===== src/rtl/pll_seq_pkg.sv =====
// Shared types and helpers for the PLL power-up / reprogramming sequencer.
package pll_seq_pkg;

   typedef enum logic [2:0] {
      ST_PWRDN,
      ST_SEL_REF,
      ST_RST,
      ST_LOCK_WAIT,
      ST_SEL_PLL,
      ST_LOCKED,
      ST_ERROR
   } state_e;

   localparam bit RELOCK_OFF  = 1'b0;
   localparam bit RELOCK_AUTO = 1'b1;

   // One shared timer covers every hold period, so it is sized for the longest one.
   function automatic int cnt_w(input int a, input int b, input int c);
      int m;
      m = a;
      if (b > m) m = b;
      if (c > m) m = c;
      return $clog2(m + 1);
   endfunction

endpackage


===== src/rtl/pll_seq_timer.sv =====
// Loadable down-counter; done pulses in the last cycle of a load-cycle hold period.
module pll_seq_timer #(
   parameter int CNT_W = 4
) (
   input  logic             clk,
   input  logic             rst,
   input  logic             start,
   input  logic [CNT_W-1:0] load,
   output logic             done
);

   localparam logic [CNT_W-1:0] ONE = CNT_W'(1);

   logic [CNT_W-1:0] cnt;

   always_ff @(posedge clk) begin
      if (rst)
         cnt <= '0;
      else if (start)
         cnt <= load - ONE;
      else if (cnt != '0)
         cnt <= cnt - ONE;
   end

   // start is a registered pulse, so its own cycle already counts as the first one.
   assign done = start ? (load == ONE) : (cnt == ONE);

endmodule


===== src/rtl/pll_seq_ctrl.sv =====
// PLL sequencer: parks the output on refclk, resets and reconfigures the PLL,
// waits for a slip-free lock window, switches over and watches for slips.
module pll_seq_ctrl
   import pll_seq_pkg::*;
#(
   parameter int CLKR_W      = 4,
   parameter int CLKF_W      = 6,
   parameter int CLKOD_W     = 4,
   parameter int BWADJ_W     = 6,
   parameter int SW_CYC      = 8,
   parameter int RST_CYC     = 16,
   parameter int LOCK_CYC    = 2048,
   parameter int SLIP_MAX    = 3,
   parameter bit AUTO_RELOCK = RELOCK_AUTO
) (
   input  logic               clk,
   input  logic               rst,
   input  logic               req_valid,
   output logic               req_ready,
   input  logic               req_pwrdn,
   input  logic [CLKR_W-1:0]  req_clkr,
   input  logic [CLKF_W-1:0]  req_clkf,
   input  logic [CLKOD_W-1:0] req_clkod,
   input  logic [BWADJ_W-1:0] req_bwadj,
   input  logic               req_intfb,
   input  logic               req_bypass,
   input  logic               rfslip,
   input  logic               fbslip,
   output logic [CLKR_W-1:0]  pll_clkr,
   output logic [CLKF_W-1:0]  pll_clkf,
   output logic [CLKOD_W-1:0] pll_clkod,
   output logic [BWADJ_W-1:0] pll_bwadj,
   output logic               pll_intfb,
   output logic               pll_bypass,
   output logic               pll_reset,
   output logic               pll_pwrdn,
   output logic               clk_sel,
   output logic               locked,
   output logic               busy,
   output logic               err,
   output logic [7:0]         relock_cnt
);

   localparam int CNT_W  = cnt_w(SW_CYC, RST_CYC, LOCK_CYC);
   localparam int SLIP_W = $clog2(SLIP_MAX + 1);
   localparam logic [CNT_W-1:0]  SW_L      = CNT_W'(SW_CYC);
   localparam logic [CNT_W-1:0]  RST_L     = CNT_W'(RST_CYC);
   localparam logic [CNT_W-1:0]  LOCK_L    = CNT_W'(LOCK_CYC);
   localparam logic [SLIP_W-1:0] SLIP_LAST = SLIP_W'(SLIP_MAX - 1);

   state_e             state;
   logic               tmr_start, tmr_done;
   logic [CNT_W-1:0]   tmr_load;
   logic [SLIP_W-1:0]  slip_cnt;
   logic               sh_pwrdn, sh_intfb, sh_bypass;
   logic [CLKR_W-1:0]  sh_clkr;
   logic [CLKF_W-1:0]  sh_clkf;
   logic [CLKOD_W-1:0] sh_clkod;
   logic [BWADJ_W-1:0] sh_bwadj;
   logic               slip, accept;

   assign slip      = rfslip | fbslip;
   assign req_ready = (state == ST_PWRDN) || (state == ST_LOCKED) || (state == ST_ERROR);
   assign accept    = req_valid & req_ready;

   pll_seq_timer #(.CNT_W(CNT_W)) u_timer (
      .clk   (clk),
      .rst   (rst),
      .start (tmr_start),
      .load  (tmr_load),
      .done  (tmr_done)
   );

   always_ff @(posedge clk) begin
      if (rst) begin
         state      <= ST_PWRDN;
         tmr_start  <= 1'b0;
         tmr_load   <= '0;
         slip_cnt   <= '0;
         sh_pwrdn   <= 1'b0;
         sh_clkr    <= '0;
         sh_clkf    <= '0;
         sh_clkod   <= '0;
         sh_bwadj   <= '0;
         sh_intfb   <= 1'b0;
         sh_bypass  <= 1'b0;
         pll_clkr   <= '0;
         pll_clkf   <= '0;
         pll_clkod  <= '0;
         pll_bwadj  <= '0;
         pll_intfb  <= 1'b0;
         pll_bypass <= 1'b0;
         pll_reset  <= 1'b1;
         pll_pwrdn  <= 1'b1;
         clk_sel    <= 1'b0;
         locked     <= 1'b0;
         busy       <= 1'b0;
         err        <= 1'b0;
         relock_cnt <= '0;
      end else begin
         tmr_start <= 1'b0;
         // A new request outranks a slip seen in the same cycle.
         if (accept) begin
            sh_pwrdn  <= req_pwrdn;
            sh_clkr   <= req_clkr;
            sh_clkf   <= req_clkf;
            sh_clkod  <= req_clkod;
            sh_bwadj  <= req_bwadj;
            sh_intfb  <= req_intfb;
            sh_bypass <= req_bypass;
            err       <= 1'b0;
            clk_sel   <= 1'b0;
            locked    <= 1'b0;
            busy      <= 1'b1;
            tmr_start <= 1'b1;
            tmr_load  <= SW_L;
            state     <= ST_SEL_REF;
         end else begin
            unique case (state)
               ST_SEL_REF: if (tmr_done) begin
                  pll_reset <= 1'b1;
                  if (sh_pwrdn) begin
                     pll_pwrdn <= 1'b1;
                     busy      <= 1'b0;
                     state     <= ST_PWRDN;
                  end else begin
                     pll_pwrdn  <= 1'b0;
                     pll_clkr   <= sh_clkr;
                     pll_clkf   <= sh_clkf;
                     pll_clkod  <= sh_clkod;
                     pll_bwadj  <= sh_bwadj;
                     pll_intfb  <= sh_intfb;
                     pll_bypass <= sh_bypass;
                     tmr_start  <= 1'b1;
                     tmr_load   <= RST_L;
                     state      <= ST_RST;
                  end
               end
               ST_RST: if (tmr_done) begin
                  pll_reset <= 1'b0;
                  tmr_start <= 1'b1;
                  if (sh_bypass) begin
                     clk_sel  <= 1'b1;
                     tmr_load <= SW_L;
                     state    <= ST_SEL_PLL;
                  end else begin
                     slip_cnt <= '0;
                     tmr_load <= LOCK_L;
                     state    <= ST_LOCK_WAIT;
                  end
               end
               ST_LOCK_WAIT: begin
                  if (slip) begin
                     if (slip_cnt == SLIP_LAST) begin
                        clk_sel   <= 1'b0;
                        pll_reset <= 1'b1;
                        err       <= 1'b1;
                        busy      <= 1'b0;
                        state     <= ST_ERROR;
                     end else begin
                        slip_cnt  <= slip_cnt + SLIP_W'(1);
                        tmr_start <= 1'b1;
                        tmr_load  <= LOCK_L;
                     end
                  end else if (tmr_done) begin
                     clk_sel   <= 1'b1;
                     tmr_start <= 1'b1;
                     tmr_load  <= SW_L;
                     state     <= ST_SEL_PLL;
                  end
               end
               ST_SEL_PLL: if (tmr_done) begin
                  locked <= 1'b1;
                  busy   <= 1'b0;
                  state  <= ST_LOCKED;
               end
               ST_LOCKED: if (slip && !sh_bypass) begin
                  clk_sel <= 1'b0;
                  locked  <= 1'b0;
                  if (AUTO_RELOCK == RELOCK_AUTO) begin
                     if (relock_cnt != 8'hFF) relock_cnt <= relock_cnt + 8'd1;
                     busy      <= 1'b1;
                     tmr_start <= 1'b1;
                     tmr_load  <= SW_L;
                     state     <= ST_SEL_REF;
                  end else begin
                     pll_reset <= 1'b1;
                     err       <= 1'b1;
                     state     <= ST_ERROR;
                  end
               end
               default: ;
            endcase
         end
      end
   end

endmodule


===== config.mk =====
export PLATFORM = sky130hd
export DESIGN_NAME = pll_seq_ctrl
export DESIGN_NICKNAME = d
export VERILOG_FILES = /design/src/rtl/pll_seq_pkg.sv /design/src/rtl/pll_seq_timer.sv /design/src/rtl/pll_seq_ctrl.sv
export SDC_FILE = /design/constraint.sdc
export NUM_CORES = 1
export LEC_CHECK = 0
export CAP_MARGIN = 10
export CORE_ASPECT_RATIO = 0.6
export CORE_MARGIN = 5
export CORE_UTILIZATION = 52
export DETAILED_ROUTE_END_ITERATION = 10
export PLACE_DENSITY = 0.82
export SETUP_SLACK_MARGIN = 0.15
export SYNTH_ARGS = -nofsm -noshare
export SYNTH_HDL_FRONTEND = slang
export SYNTH_HIERARCHICAL = 1
export SYNTH_SLANG_ARGS = --single-unit

===== constraint.sdc =====
create_clock -name clk -period 2.6 [get_ports clk]
set_input_delay 0.39 -clock clk [delete_from_list [all_inputs] [get_ports clk]]
set_output_delay 0.39 -clock clk [all_outputs]
set_load 0.005 [all_outputs]

==> impl_metrics.py, run 1 <==
metrics = {
    "status": {
        "outcome": "complete, no violations",
    },
    "timing": {
        "fmax_mhz": 419,
        "rsz0062_at_grt": "true",
        "holdWs_ns": 0.452,
        "fin_crit_sh": 0.919,
        "tightest_slew_ns": 0.772,
        "slew_viol_final": 0,
        "hold_viol_final": 0,
        "finalSetupViolCount": 0,
        "period_minus_slack_ns": 2.39,
        "final.setup_skew_ns": 0.00384,
        "setup_tns_ns": 0,
        "max_slew_margin": 0.485,
        "setup_slack_ns": 0.211,
    },
    "finish": {
        "num-nets-final": 592,
        "area_delta_synth_final_pct": 31.5,
        "diodes": 0,
        "final_cells": 653,
        "drive_above_1_share": 0.0836,
        "final_cell_area_sq_mm": 0.00498,
        "fin_util": 0.694,
    },
    "global_routing": {
        "grt_pass1_vias": 3512,
        "grt_first_pass_wirelength_um": 16900,
        "grt_max_degree": 44,
        "met1_usage": 0.310,
        "grt_overflow": 0,
        "grt_use_met3": 0.0593,
        "use_met2": 0.352,
        "top_usage_layer": "met2",
        "grt_util_all_layers": 0.226,
        "antenna_found_initial": 0,
    },
    "floorplanning": {
        "core_sq_mm": 0.00718,
        "dieArea_sq_mm": 0.00915,
        "start_util": 0.528,
        "die_x_um": 120,
        "pin_count": 65,
        "die_y_um": 76.1,
        "rows": 24,
    },
    "detailed_routing": {
        "routed_wl_um": 10100,
        "final_antenna_net_count": 0,
        "wl_per_cell_um": 15.5,
        "drtIter0Drc": 252,
        "route.detailed.drc": 0,
        "first_pass_iters": 6,
        "vias": 3620,
        "detail_route.vias_per_cell": 5.54,
    },
    "synthesis": {
        "netlist_area_sq_mm": 0.00379,
        "synth-main-ff-cell": "dfxtp_1",
        "netlist_top_cells_area": "dfxtp_1, nand2_1, a21oi_1",
        "yosysTopAreaCellShare": 0.423,
        "synthCells": 470,
        "synth_cell_types": 62,
        "async_reset_ff_frac": 0,
        "synth_warnings": 6,
        "synth-seq-cells": 80,
        "yosys.area.top_type": "dfxtp_1",
        "ys_seq_area_frac": 0.423,
        "synth-edff-count": 0,
        "synth.avg_cell_area_sq_um": 8.06,
    },
    "min_path": {
        "hold_class": "reg -> reg",
    },
    "worst_setup_path": {
        "path_class": "reg -> out",
        "required_ns": 2.21,
        "critPathCaptureType": "output pin",
        "crit_arrival_ns": 2.00,
        "start_kind": "register",
        "worst-path-max-fanout": 16,
    },
    "clock_network": {
        "cts.sinks": 80,
        "post_cts_buffers": 0,
        "clk_latency_ns": 0.34,
        "clock_path_buffers": 2,
        "cts_max_level": 3,
        "cts_tree": "built",
        "numCtsBuffers": 9,
        "cts_root_buf": "clkbuf_16",
        "path_clk_slew_ns": 0.06,
        "cts_hold_buf": 0,
    },
    "power": {
        "p_per_area_mw_per_mm2": 738,
        "totalPowerFinal_mw": 3.68,
        "p_leak_nw": 1.82,
        "ir_worst_vdd_mv": 0.430,
    },
    "placed_design": {
        "dp.final_hpwl_um": 6810,
        "place_congestion": 0.902,
        "place_ws_ns": 0.120,
        "place_inst": 637,
        "io_buffers": 64,
        "placed_area_sq_mm": 0.00463,
    },
    "job": {
        "cap_violations": 0,
    },
}
## layout by cell type, fill, tap and decap left out, drive strengths merged, types with 2 or more instances in the layout
cell type and instances:
a2111oi 2, a211oi 6, a21oi 62, a2bb2oi 2
a311oi 4, a31oi 3, and3 2, and4 2
buf 13, bufinv 2, clkbuf 12, clkdlybuf4s50 63
clkinvlp 2, conb 30, dfxtp 80, ha 7
inv 11, mux2 2, mux2i 6, nand2 103
nand2b 10, nand3 3, nand4 4, nor2 35
nor2b 7, nor3 13, nor4 9, o21a 3
o21ai 7, o21bai 2, o22ai 5, o2bb2ai 2
o31a 2, o31ai 4, or3 2, or3b 2
or4 5, xnor2 11, xor2 6
## per-layer routing
metal | vias up | wire, um
met5 | - | 0
met4 | 0 | 164
met3 | 20 | 660
met2 | 143 | 4550
met1 | 1679 | 4740
li1 | 1778 | -
## worst max-delay path, cell delays in order (launching register included)
cell             delay (ns)
dfxtp_2                0.52
nor2b_2                0.44
nor3_1                 0.10
a21o_1                 0.16
clkdlybuf4s50_1        0.44
## final timing paths
kind                                     start          end  slack, ns  cells past startpoint
worst min register to register      sh_clkr[2]  pll_clkr[2]       0.45                      2
worst max register to register  u_timer/cnt[7]         busy       0.28                      7
worst max-delay path                  state[2]    req_ready       0.21                      4
worst min-delay path                sh_clkr[2]  pll_clkr[2]       0.45                      2
## state kept, by name, indices dropped and copies added (netlist names), 2 cells and up
register,count
pll_bwadj,6
pll_clkf,6
pll_clkod,4
pll_clkr,4
relock_cnt,8
sh_bwadj,6
sh_clkf,6
sh_clkod,4
sh_clkr,4
slip_cnt,2
state,3
tmr_load,3
u_timer/cnt,12
## where the power goes
part | total [mW] | switching, mW | internal (mW) | leakage (nW)
Clock | 1.41 | 0.493 | 0.919 | 0.161
Combinational | 0.794 | 0.439 | 0.355 | 1.01
Sequential | 1.47 | 0.128 | 1.34 | 0.652
Total | 3.68 | 1.06 | 2.62 | 1.82
## synthesized netlist by cell type, types with 2 or more instances
master / instances
mux2_2: 2
o31ai_1: 4
o31a_1: 2
nor2_1: 35
nor3_1: 13
nand4_1: 4
o22ai_1: 4
nor4_1: 8
o2bb2ai_1: 2
o21a_1: 3
inv_1: 11
o21bai_1: 2
nand2b_1: 9
a211oi_1: 6
dfxtp_1: 80
and4_1: 2
mux2i_1: 6
nand2_1: 103
and3_1: 2
buf_2: 6
nand3_1: 3
buf_4: 2
xor2_1: 6
clkbuf_1: 20
o21ai_0: 6
a21oi_1: 62
a2bb2oi_1: 2
xnor2_1: 11
a311oi_1: 4
or4_1: 4
nor2b_1: 7
a31oi_1: 3
ha_1: 7
## area by class of cell
cell class | instances | area (sq um)
Fill cell | 566 | 2190
Inverter | 11 | 41.3
Clock inverter | 4 | 75.1
Sequential cell | 80 | 1600
Tap cell | 91 | 114
Timing Repair Buffer | 76 | 729
Multi-Input combinational cell | 379 | 2150
Clock buffer | 12 | 267
## kinds of logic after synthesis
logic type	synth area share
compound gates	0.189
xor+xnor	0.0393
fa+ha+maj	0.0231
buf+inv	0.0462
flops	0.423
mux	0.0218
other cells	0.000989
simple gates	0.258
## repair_timing
action | in CTS | in global routing
resized for setup | 2 | 2
hold endpoints to repair | 0 | 0
setup endpoints to repair | 1 | 3
No activity file was read; power rests on OpenSTA's default activity.
==> run 2, diff against run 1 <==
--- a/config.mk
+++ b/config.mk
@@ -5,6 +5,7 @@
 export SDC_FILE = /design/constraint.sdc
 export NUM_CORES = 1
 export LEC_CHECK = 0
+export ABC_CLOCK_PERIOD_IN_PS = 2600
 export CAP_MARGIN = 10
 export CORE_ASPECT_RATIO = 0.6
 export CORE_MARGIN = 5
==> results of run 2 <==
The final DEF is identical to that of run 1; final timing and power are the same.
==> run 3, diff against run 2 <==
--- a/config.mk
+++ b/config.mk
@@ -11,6 +11,7 @@
 export CORE_MARGIN = 5
 export CORE_UTILIZATION = 52
 export DETAILED_ROUTE_END_ITERATION = 10
+export HOLD_SLACK_MARGIN = 0.05
 export PLACE_DENSITY = 0.82
 export SETUP_SLACK_MARGIN = 0.15
 export SYNTH_ARGS = -nofsm -noshare
==> results of run 3 <==
The final DEF is identical to that of run 1; final timing and power are the same.
